$ cat src/rtl/tt_serial_pkg.sv
// Shared types and helpers for the serial transmitter.
// State encoding, line levels and counter width helper.
package tt_serial_pkg;

  typedef enum logic [2:0] {
    IDLE,
    START,
    DATA,
    PARITY,
    STOP
  } state_t;

  localparam logic IDLE_LVL  = 1'b1;
  localparam logic START_LVL = 1'b0;

  // Bits needed to hold 0..n-1, never less than one.
  function automatic int cnt_w(input int n);
    return (n <= 2) ? 1 : $clog2(n);
  endfunction

endpackage

$ cat src/rtl/tt_bit_timer.sv
// Bit timer: counts CLKS_PER_BIT cycles per serial bit.
// Ports: clk, rst_n, load (restart count), en (count), tick (last cycle).
module tt_bit_timer
  import tt_serial_pkg::*;
#(
  parameter int CLKS_PER_BIT = 4
) (
  input  logic clk,
  input  logic rst_n,
  input  logic load,
  input  logic en,
  output logic tick
);

  localparam int CW = cnt_w(CLKS_PER_BIT);
  localparam logic [CW-1:0] LAST = CW'(CLKS_PER_BIT - 1);

  logic [CW-1:0] cnt;

  // With one clock per bit LAST is 0, so every enabled cycle ticks
  // and the count never moves off zero.
  assign tick = en && (cnt == LAST);

  always_ff @(posedge clk or negedge rst_n) begin
    if (!rst_n) begin
      cnt <= '0;
    end else if (load) begin
      cnt <= '0;
    end else if (tick) begin
      cnt <= '0;
    end else if (en) begin
      cnt <= cnt + 1'b1;
    end
  end

endmodule

$ cat src/rtl/tt_serial_tx.sv
// Serial transmitter: start, DATA_W bits LSB first, even parity, stops.
// Ports: clk, rst_n, data, send in; tx (line), busy, done (pulse) out.
module tt_serial_tx
  import tt_serial_pkg::*;
#(
  parameter int DATA_W       = 8,
  parameter int CLKS_PER_BIT = 4,
  parameter int PARITY_EN    = 0,
  parameter int STOP_BITS    = 1
) (
  input  logic              clk,
  input  logic              rst_n,
  input  logic [DATA_W-1:0] data,
  input  logic              send,
  output logic              tx,
  output logic              busy,
  output logic              done
);

  localparam int BW = cnt_w(DATA_W + 1);
  localparam logic [BW-1:0] LAST_DATA = BW'(DATA_W - 1);
  localparam logic [BW-1:0] LAST_STOP = BW'(STOP_BITS - 1);

  state_t            state;
  logic [DATA_W-1:0] shreg;
  logic              parity;
  logic [BW-1:0]     bit_cnt;
  logic              accept;
  logic              tick;

  assign accept = (state == IDLE) && send;

  tt_bit_timer #(
    .CLKS_PER_BIT(CLKS_PER_BIT)
  ) u_timer (
    .clk  (clk),
    .rst_n(rst_n),
    .load (accept),
    .en   (state != IDLE),
    .tick (tick)
  );

  always_ff @(posedge clk or negedge rst_n) begin
    if (!rst_n) begin
      state   <= IDLE;
      tx      <= IDLE_LVL;
      busy    <= 1'b0;
      done    <= 1'b0;
      shreg   <= '0;
      parity  <= 1'b0;
      bit_cnt <= '0;
    end else begin
      done <= 1'b0;
      unique case (state)
        IDLE: begin
          if (send) begin
            shreg   <= data;
            parity  <= ^data;
            bit_cnt <= '0;
            tx      <= START_LVL;
            busy    <= 1'b1;
            state   <= START;
          end
        end
        START: begin
          if (tick) begin
            tx      <= shreg[0];
            shreg   <= shreg >> 1;
            bit_cnt <= '0;
            state   <= DATA;
          end
        end
        DATA: begin
          if (tick) begin
            if (bit_cnt == LAST_DATA) begin
              bit_cnt <= '0;
              if (PARITY_EN != 0) begin
                tx    <= parity;
                state <= PARITY;
              end else begin
                tx    <= IDLE_LVL;
                state <= STOP;
              end
            end else begin
              tx      <= shreg[0];
              shreg   <= shreg >> 1;
              bit_cnt <= bit_cnt + 1'b1;
            end
          end
        end
        PARITY: begin
          if (tick) begin
            tx      <= IDLE_LVL;
            bit_cnt <= '0;
            state   <= STOP;
          end
        end
        STOP: begin
          if (tick) begin
            // bit_cnt now counts stop bits already sent.
            if (bit_cnt == LAST_STOP) begin
              busy  <= 1'b0;
              done  <= 1'b1;
              state <= IDLE;
            end else begin
              bit_cnt <= bit_cnt + 1'b1;
            end
          end
        end
        default: state <= IDLE;
      endcase
    end
  end

endmodule

$ cat config.mk
export PLATFORM = sky130hd
export DESIGN_NAME = tt_serial_tx
export DESIGN_NICKNAME = d
export VERILOG_FILES = /design/src/rtl/tt_serial_pkg.sv /design/src/rtl/tt_bit_timer.sv /design/src/rtl/tt_serial_tx.sv
export SDC_FILE = /design/constraint.sdc
export NUM_CORES = 1
export LEC_CHECK = 0
export BUFFER_PORTS_ARGS = -buffer_cell sky130_fd_sc_hd__buf_2
export CORE_MARGIN = 4
export CORE_UTILIZATION = 30
export CTS_BUF_LIST = sky130_fd_sc_hd__clkbuf_4 sky130_fd_sc_hd__clkbuf_8
export DETAILED_ROUTE_END_ITERATION = 12
export GPL_ROUTABILITY_DRIVEN = 0
export SKIP_CTS_REPAIR_TIMING = 1
export SYNTH_ARGS = -nofsm -noshare
export SYNTH_HDL_FRONTEND = slang
export SYNTH_HIERARCHICAL = 1
export SYNTH_SLANG_ARGS = --single-unit
$ cat constraint.sdc
create_clock -name clk -period 5.1 [get_ports clk]
set_input_delay 1.02 -clock clk [delete_from_list [all_inputs] [get_ports clk]]
set_output_delay 1.02 -clock clk [all_outputs]
set_load 0.01 [all_outputs]
==> flow_summary_export.csv, run 1 <==
group,metric,value,unit
cts,clk-insertion-delay-late,260,ps
global_routing,antenna_found_initial,0,
floorplanning,ios,14,
floorplanning,core,3690,um^2
run,drv_cap,0,
final_layout,nets,140,
route,first_pass_iters,4,
power,p_clk_share,16.7,%
floorplanning,initial_utilization,31.5,%
sta,period_needed,2560,ps
floorplanning,rows,22,
floorplanning,die-area,4930,um^2
cts,root_buffer,"clkbuf_8",
route,drt-wirelength-per-cell,13.2,um
worst_hold_path,hp-class,"reg -> reg",
route,antenna_left,0,
cts,clkTransAtPathRegs,80,ps
final_layout,final_core_util,35.4,%
sta,finalSetupViolCount,0,
yosys,synth_cell_types,44,
final_layout,most-common-layout-cells,"dfrtp_1, nor2_1, buf_2",
worst_setup_path,crit_path_end_kind,"flop",
final_layout,stdcell_area,1310,um^2
global_routing,grt_usage,9.67,%
power,powerDensity,559,nW/um^2
yosys,netlist_instances,114,
placed_design,dp_slack,2570,ps
sta,hold_viol_final,0,
global_routing,grt_pass1_wl,3800,um
run_status,status,"finished clean",
power,comb_power_share,43.9,%
power,ir_drop,0.274,mV
floorplanning,die_width,70.2,um
placed_design,dpl_cell_area,1250,um^2
placed_design,io_buffers,13,
yosys,syn-num-nets,128,
sta,final-max-slew-violation-count,0,
route,drtIter0Drc,22,
route,via_per_inst,4.85,
sta,relSlewSlack,45.1,%
cts,htreeDepth,1,
power,sw_frac_of_total,39.1,%
yosys,seq_area_frac_synth,43.2,%
cts,cts.sinks,20,
cts,cts_made_buffers,3,
route,vias,839,
sta,layout_worst_path_cycle_share,50.2,%
cts,cts_tree,"done",
floorplanning,die_h,70.2,um
worst_setup_path,critPathMaxFanout,17,
worst_setup_path,cp-start-kind,"flop",
sta,tightestPinTransition,824,ps
route,finalWirelength,2280,um
power,p_leak,0.577,nW
sta,skew,6.99,ps
global_routing,first_global_vias,807,
final_layout,fill_cells,397,
final_layout,syn_to_final_growth,12.4,%
worst_setup_path,rrSetupSlack,2540,ps
power,power_switching,285,uW
yosys,synth_area,1160,um^2
sta,hold_slack,479,ps
yosys,ys_warn_count,6,
worst_hold_path,whs_path_depth,1,
yosys,avgSynthCellArea,10.2,um^2
worst_setup_path,rr_worst_depth,6,
worst_setup_path,crit_type,"reg -> reg",
global_routing,grt_overflow,0,
route,drc,0,
cts,clockBufferDepth,2,
sta,worst_slack,2540,ps
worst_setup_path,arrival,2710,ps
placed_design,dp_hpwl,1640,um
power,sequentialPowerShare,39.3,%
sta,rsz0062_at_grt,"no",
worst_setup_path,cp_data_required_time,5250,ps
sta,tns,0,ps
sta,max_freq,390,MHz
final_layout,layout_commonest_cell,"dfrtp_1",
power,intPower,444,uW
final_layout,drive_gt1_share,24.8,%
global_routing,grt_max_degree,21,
yosys,ys_ff_latch,20,
final_layout,diodes,0,
[cell type report]
cell class	count	area [um^2]	share of cell area [%]
tap	48	60.1	4.60
clock buffer	4	55.1	4.22
timing repair buffer	13	65.1	4.99
multi-input combinational	82	601	46.0
inverter	6	22.5	1.73
sequential	20	502	38.4
[cells by family after synthesis]
| group | count (synthesis) | share of synthesized area (%) |
|---|---|---|
| and+or+nand+nor | 43 | 22.2 |
| adders and majority gates | 3 | 3.23 |
| buffers and inverters | 12 | 5.06 |
| muxes | 9 | 7.87 |
| AOI/OAI and AO/OA | 25 | 16.3 |
| DFF | 20 | 43.2 |
| xor gates and xnor gates | 2 | 2.16 |
[critical path: stages (launching register included)]
cell	delay (ps)
dfrtp_1	600
or3_1	490
and2_1	260
and4bb_2	290
a221oi_4	410
nor2_2	80
a221o_1	300
[cell usage after synthesis (all sizes together)]
cell type	n	area, um^2
a211o	1	8.76
a21o	1	7.51
a21oi	13	68.8
a221o	1	10.0
a221oi	1	26.3
a22o	1	10.0
a31o	1	8.76
a31oi	1	6.26
and2	1	6.26
and2b	1	7.51
and3b	1	10.0
and4bb	1	12.5
buf	5	32.5
clkbuf	1	3.75
dfrtp	19	475
dfstp	1	26.3
ha	3	37.5
inv	6	22.5
mux2	1	11.3
mux2i	8	80.1
nand2	6	22.5
nand2b	3	18.8
nand3	1	5.00
nand3b	2	15.0
nor2	16	62.6
nor3	1	5.00
nor3b	2	15.0
nor4	1	6.26
nor4b	2	32.5
o21ai	2	10.0
o2bb2ai	1	8.76
o31ai	1	7.51
o32ai	1	16.3
or2	2	12.5
or3	1	6.26
or3b	2	20.0
xnor2	2	25.0
[sequential cells by signal, summed over array words and instances, names as in the netlist]
register,count
bit_cnt,4
busy,1
done,1
shreg,8
state,3
tx,1
u_timer/cnt,2
[through the flow]
step	std cells	total power [mW]
final	173	0.729
after global placement	169	0.602
after CTS	173	0.740
after detailed placement	169	0.614
after global routing	173	0.793
after floorplan	114	0.567
[layer usage]
layer  GRT usage [%]  part of all wire [%]  vias to the layer above
li1                -                     -                      421
met1            11.7                    44                      392
met2            16.3                    49                       24
met3            2.01                   4.5                        2
met4            4.68                   2.0                        0
met5               0                     0                        -
[worst paths after layout]
kind / start / to
min in group asynchronous: rst_n / bit_cnt[0]$_DFFE_PN0P_
worst min register to register: busy$_DFFE_PN0P_ / busy$_DFFE_PN0P_
worst max-delay path: state[0]$_DFFE_PN0P_ / bit_cnt[3]$_DFFE_PN0P_
worst min-delay path: busy$_DFFE_PN0P_ / busy$_DFFE_PN0P_
worst max register to register: state[0]$_DFFE_PN0P_ / bit_cnt[3]$_DFFE_PN0P_
max in group asynchronous: rst_n / tx$_DFFE_PN1P_
[power by group through the flow]
stage          Combinational [mW]  Sequential (mW)  Clock [mW]
6_report                    0.320            0.287       0.122
3_5_place_dp                0.324            0.290           0
2_1_floorplan               0.318            0.249           0
3_3_place_gp                0.316            0.286           0
5_1_grt                     0.362            0.297       0.134
4_1_cts                     0.326            0.287       0.127
(Power assumes the default switching activity.)
==> inputs of run 2 (changes only) <==
clock period = 2.7 ns   (was 5.1 ns; I/O delays follow)
==> flow_summary_export.csv, run 2 (synthesis results as in run 1) <==
group,metric,value,unit
run_status,status,"finished clean",
route,drt-wirelength-per-cell,13.1,um
floorplanning,core,3690,um^2
power,p_clk_share,20.5,%
sta,tightestPinTransition,852,ps
floorplanning,die_width,70.2,um
final_layout,syn_to_final_growth,15.7,%
sta,period_needed,2270,ps
sta,tns,0,ps
cts,clockBufferDepth,2,
worst_setup_path,regToRegStartpoint,"state[2]$_DFFE_PN0P_",
final_layout,final_core_util,36.4,%
floorplanning,die-area,4930,um^2
route,finalWirelength,2300,um
cts,cts_made_buffers,3,
final_layout,largestRegisters,"shreg (8), bit_cnt (4), state (3)",
power,ir_drop,0.417,mV
worst_setup_path,r2r_end,"bit_cnt[3]$_DFFE_PN0P_",
final_layout,most-common-layout-cells,"dfrtp_1, nor2_1, buf_2",
cts,root_buffer,"clkbuf_8",
worst_setup_path,crit_path_end_kind,"flop",
power,comb_power_share,47.5,%
run,drv_cap,0,
power,sw_frac_of_total,37.3,%
global_routing,first_global_vias,888,
floorplanning,initial_utilization,31.5,%
sta,relSlewSlack,43.2,%
worst_setup_path,cp-start-kind,"flop",
sta,skew,4.77,ps
cts,clkTransAtPathRegs,80,ps
global_routing,antenna_found_initial,0,
power,sequentialPowerShare,32.0,%
power,p_leak,0.599,nW
final_layout,layout_commonest_cell,"dfrtp_1",
final_layout,drive_gt1_share,26.6,%
route,first_pass_iters,4,
final_layout,largest_reg_flops,8,
floorplanning,ios,14,
sta,finalSetupViolCount,0,
route,vias,877,
cts,cts_tree,"done",
worst_hold_path,hp-class,"in -> async",
power,intPower,929,uW
cts,htreeDepth,1,
global_routing,grt_max_degree,21,
floorplanning,rows,22,
global_routing,grt_usage,10.2,%
global_routing,grt_overflow,0,
sta,layout_worst_path_cycle_share,84.2,%
worst_setup_path,critPathMaxFanout,9,
worst_setup_path,crit_type,"reg -> reg",
power,powerDensity,1100,nW/um^2
final_layout,largest-register,"shreg",
floorplanning,die_h,70.2,um
worst_setup_path,cp_data_required_time,2850,ps
sta,rsz0062_at_grt,"no",
power,power_switching,554,uW
route,antenna_left,0,
final_layout,diodes,0,
worst_setup_path,rr_worst_depth,6,
global_routing,grt_pass1_wl,4170,um
worst_setup_path,arrival,2420,ps
sta,final-max-slew-violation-count,0,
worst_setup_path,rrSetupSlack,430,ps
sta,hold_viol_final,0,
route,drtIter0Drc,57,
route,via_per_inst,4.98,
final_layout,nets,143,
cts,clk-insertion-delay-late,260,ps
placed_design,io_buffers,13,
cts,cts.sinks,20,
route,drc,0,
sta,max_freq,440,MHz
placed_design,dp_hpwl,1600,um
-- run 2: cell count changes in the layout (fill, tap and decap cells not counted), sizes merged --
cell,change
buf,+3
bufinv,+1
clkbuf,-1
-- run 2: critical path, cell delays in order, from the launching register on --
cell      delay, ps
dfrtp_1         390
or3_1           420
and2_1          270
and4bb_2        290
a221oi_4        400
nor2_2           90
a221o_1         310
-- run 2: stage by stage --
step / hold WS, ps / std cells / total power, mW / worst slack, ps / instance area [um^2]
4_1_cts: 239 / 176 / 1.50 / 431 / 1340
5_1_grt: 258 / 176 / 1.61 / 319 / 1340
3_3_place_gp: 463 / 172 / 1.16 / 530 / 1270
2_1_floorplan: 244 / 114 / 1.07 / 220 / 1160
6_report: 225 / 176 / 1.48 / 427 / 1340
3_5_place_dp: 470 / 172 / 1.19 / 441 / 1270
-- run 2: worst max path at each step --
stage	startpoint	to	slack, ps	depth (start not counted)
2_1_floorplan	state[0]$_DFFE_PN0P_	bit_cnt[3]$_DFFE_PN0P_	220	9
5_1_grt	state[2]$_DFFE_PN0P_	bit_cnt[3]$_DFFE_PN0P_	320	6
6_report	state[2]$_DFFE_PN0P_	bit_cnt[3]$_DFFE_PN0P_	430	6
3_3_place_gp	state[2]$_DFFE_PN0P_	bit_cnt[3]$_DFFE_PN0P_	530	6
3_5_place_dp	state[2]$_DFFE_PN0P_	bit_cnt[3]$_DFFE_PN0P_	440	6
4_1_cts	state[2]$_DFFE_PN0P_	bit_cnt[3]$_DFFE_PN0P_	430	6
-- run 2: cell type report --
type | instances | area (um^2)
fill | 386 | 2340
clock buffer | 3 | 41.3
tap | 48 | 60.1
sequential | 20 | 502
clock inverter | 1 | 30.0
timing repair buffer | 16 | 87.6
multi-input combinational | 82 | 601
inverter | 6 | 22.5
-- run 2: power by group through the flow --
| stage | clock (mW) | combinational (mW) | sequential, mW |
|---|---|---|---|
| after floorplan | 0 | 0.600 | 0.471 |
| after global placement | 0 | 0.690 | 0.474 |
| after detailed placement | 0 | 0.708 | 0.480 |
| after CTS | 0.308 | 0.713 | 0.475 |
| after global routing | 0.327 | 0.795 | 0.490 |
| final | 0.304 | 0.705 | 0.474 |
-- run 2: layer usage --
metal | track usage [%] | up-vias | part of all wire [%]
li1 | - | 430 | -
met2 | 16.5 | 15 | 48
met1 | 13.9 | 430 | 47
met4 | 4.47 | 0 | 1.2
met5 | 0 | - | 0
met3 | 1.01 | 2 | 3.0
==> inputs of run 3 (changes only) <==
clock period = 2 ns   (was 2.7 ns; I/O delays follow)
==> flow_summary_export.csv, run 3 (synthesis results as in run 1) <==
group,metric,value,unit
run_status,status,"complete, but fails checks",
run_status,violations,"negative setup slack",
worst_hold_path,hp-class,"in -> async",
sta,tns,-5.61,ps
route,vias,885,
route,finalWirelength,2190,um
worst_setup_path,arrival,2150,ps
final_layout,syn_to_final_growth,18.9,%
worst_setup_path,critPathMaxFanout,3,
worst_setup_path,cp_data_required_time,2150,ps
sta,relSlewSlack,62.2,%
sta,max_freq,499,MHz
cts,clk-insertion-delay-late,260,ps
sta,rsz0062_at_grt,"yes",
final_layout,fill_cells,376,
final_layout,drive_gt1_share,31.1,%
route,drt-wirelength-per-cell,12.2,um
cts,cts_tree,"done",
final_layout,stdcell_area,1380,um^2
power,p_leak,0.613,nW
global_routing,grt_overflow,0,
worst_setup_path,crit_path_end_kind,"flop",
floorplanning,die-area,4930,um^2
final_layout,nets,147,
global_routing,antenna_found_initial,0,
worst_setup_path,crit_slowest_cell,"or3_4",
floorplanning,initial_utilization,31.5,%
worst_setup_path,max_stage_delay,400,ps
sta,layout_worst_path_cycle_share,100,%
route,drc,0,
placed_design,io_buffers,13,
worst_setup_path,cp_num_buf_inv,0,
sta,worst_slack,-5.61,ps
power,ir_drop,0.507,mV
worst_setup_path,crit_type,"reg -> reg",
placed_design,dp_hpwl,1670,um
cts,cts.sinks,20,
sta,tightestPinTransition,565,ps
final_layout,largestRegisters,"shreg (8), bit_cnt (4), state (3)",
final_layout,largest-register,"shreg",
worst_setup_path,path_cells,"or3_4, and2_4, and4bb_2, a221oi_4, nor2_2, a221o_1",
sta,skew,1.07,ps
global_routing,grt_max_degree,21,
floorplanning,rows,22,
worst_setup_path,crit_family,"simple AND/OR/NAND/NOR gates",
run,drv_cap,0,
final_layout,layout_commonest_cell,"dfrtp_1",
sta,final-max-slew-violation-count,0,
floorplanning,die_h,70.2,um
floorplanning,die_width,70.2,um
sta,period_needed,2010,ps
floorplanning,ios,14,
global_routing,first_global_vias,867,
final_layout,diodes,0,
final_layout,largest_reg_flops,8,
global_routing,grt_pass1_wl,3900,um
power,powerDensity,1450,nW/um^2
placed_design,dpl_cell_area,1310,um^2
route,first_pass_iters,5,
sta,hold_viol_final,0,
cts,htreeDepth,1,
sta,hold_slack,78.5,ps
route,drtIter0Drc,33,
final_layout,most-common-layout-cells,"dfrtp_1, nor2_1, buf_2",
worst_setup_path,cp-start-kind,"flop",
floorplanning,core,3690,um^2
route,via_per_inst,4.92,
route,antenna_left,0,
placed_design,place_inst,176,
final_layout,final_cell_count_no_fill,180,
sta,finalSetupViolCount,1,
cts,root_buffer,"clkbuf_8",
global_routing,grt_usage,9.75,%
cts,clockBufferDepth,2,
cts,clkTransAtPathRegs,70,ps
cts,cts_made_buffers,3,
-- run 3: layout make-up --
class / instances / area (um^2) / share of cell area, %
timing repair buffer: 20 / 118 / 8.52
sequential: 20 / 502 / 36.4
multi-input combinational: 82 / 623 / 45.1
tap: 48 / 60.1 / 4.35
inverter: 6 / 22.5 / 1.63
clock buffer: 4 / 55.1 / 3.99
-- run 3: power breakdown --
part           internal (mW)  switching, mW  total (mW)
combinational          0.502          0.550        1.05
sequential             0.557         0.0809       0.638
clock                  0.175          0.132       0.308
total                   1.23          0.763        2.00
-- run 3: per-layer routing --
| metal | vias up | global-route usage, % | part of all wire, % |
|---|---|---|---|
| met5 | - | 0 | 0 |
| li1 | 433 | - | - |
| met2 | 25 | 15.6 | 48 |
| met3 | 5 | 0.576 | 3.0 |
| met1 | 422 | 12.6 | 45 |
| met4 | 0 | 6.38 | 3.1 |
-- run 3: final timing paths --
path,from,to,slack (ps),cells after the start
worst max-delay path,state[2]$_DFFE_PN0P_,bit_cnt[3]$_DFFE_PN0P_,-6,6
worst min-delay path,rst_n,bit_cnt[2]$_DFFE_PN0P_,80,1
worst min register to register,busy$_DFFE_PN0P_,busy$_DFFE_PN0P_,480,1
worst max register to register,state[2]$_DFFE_PN0P_,bit_cnt[3]$_DFFE_PN0P_,-6,6
max in group asynchronous,rst_n,tx$_DFFE_PN1P_,1580,1
min in group clk,data[7],shreg[7]$_DFFE_PN0P_,350,3
-- run 3: worst reg2reg max path: cells and delay by family, from the launching register on --
family | cells | cell delay [ps]
simple gates | 4 | 900
flops | 1 | 380
compound gates | 2 | 610
-- run 3: stage by stage --
stage / worst slack, ps / power, mW / utilization, %
after floorplan: -321 / 1.50 / -
after global placement: 19.5 / 1.64 / 35.5
after detailed placement: -7.81 / 1.68 / 35.5
after CTS: -25.3 / 1.99 / 37.0
after global routing: -68.4 / 2.17 / 37.4
final: -5.61 / 2.00 / 37.4
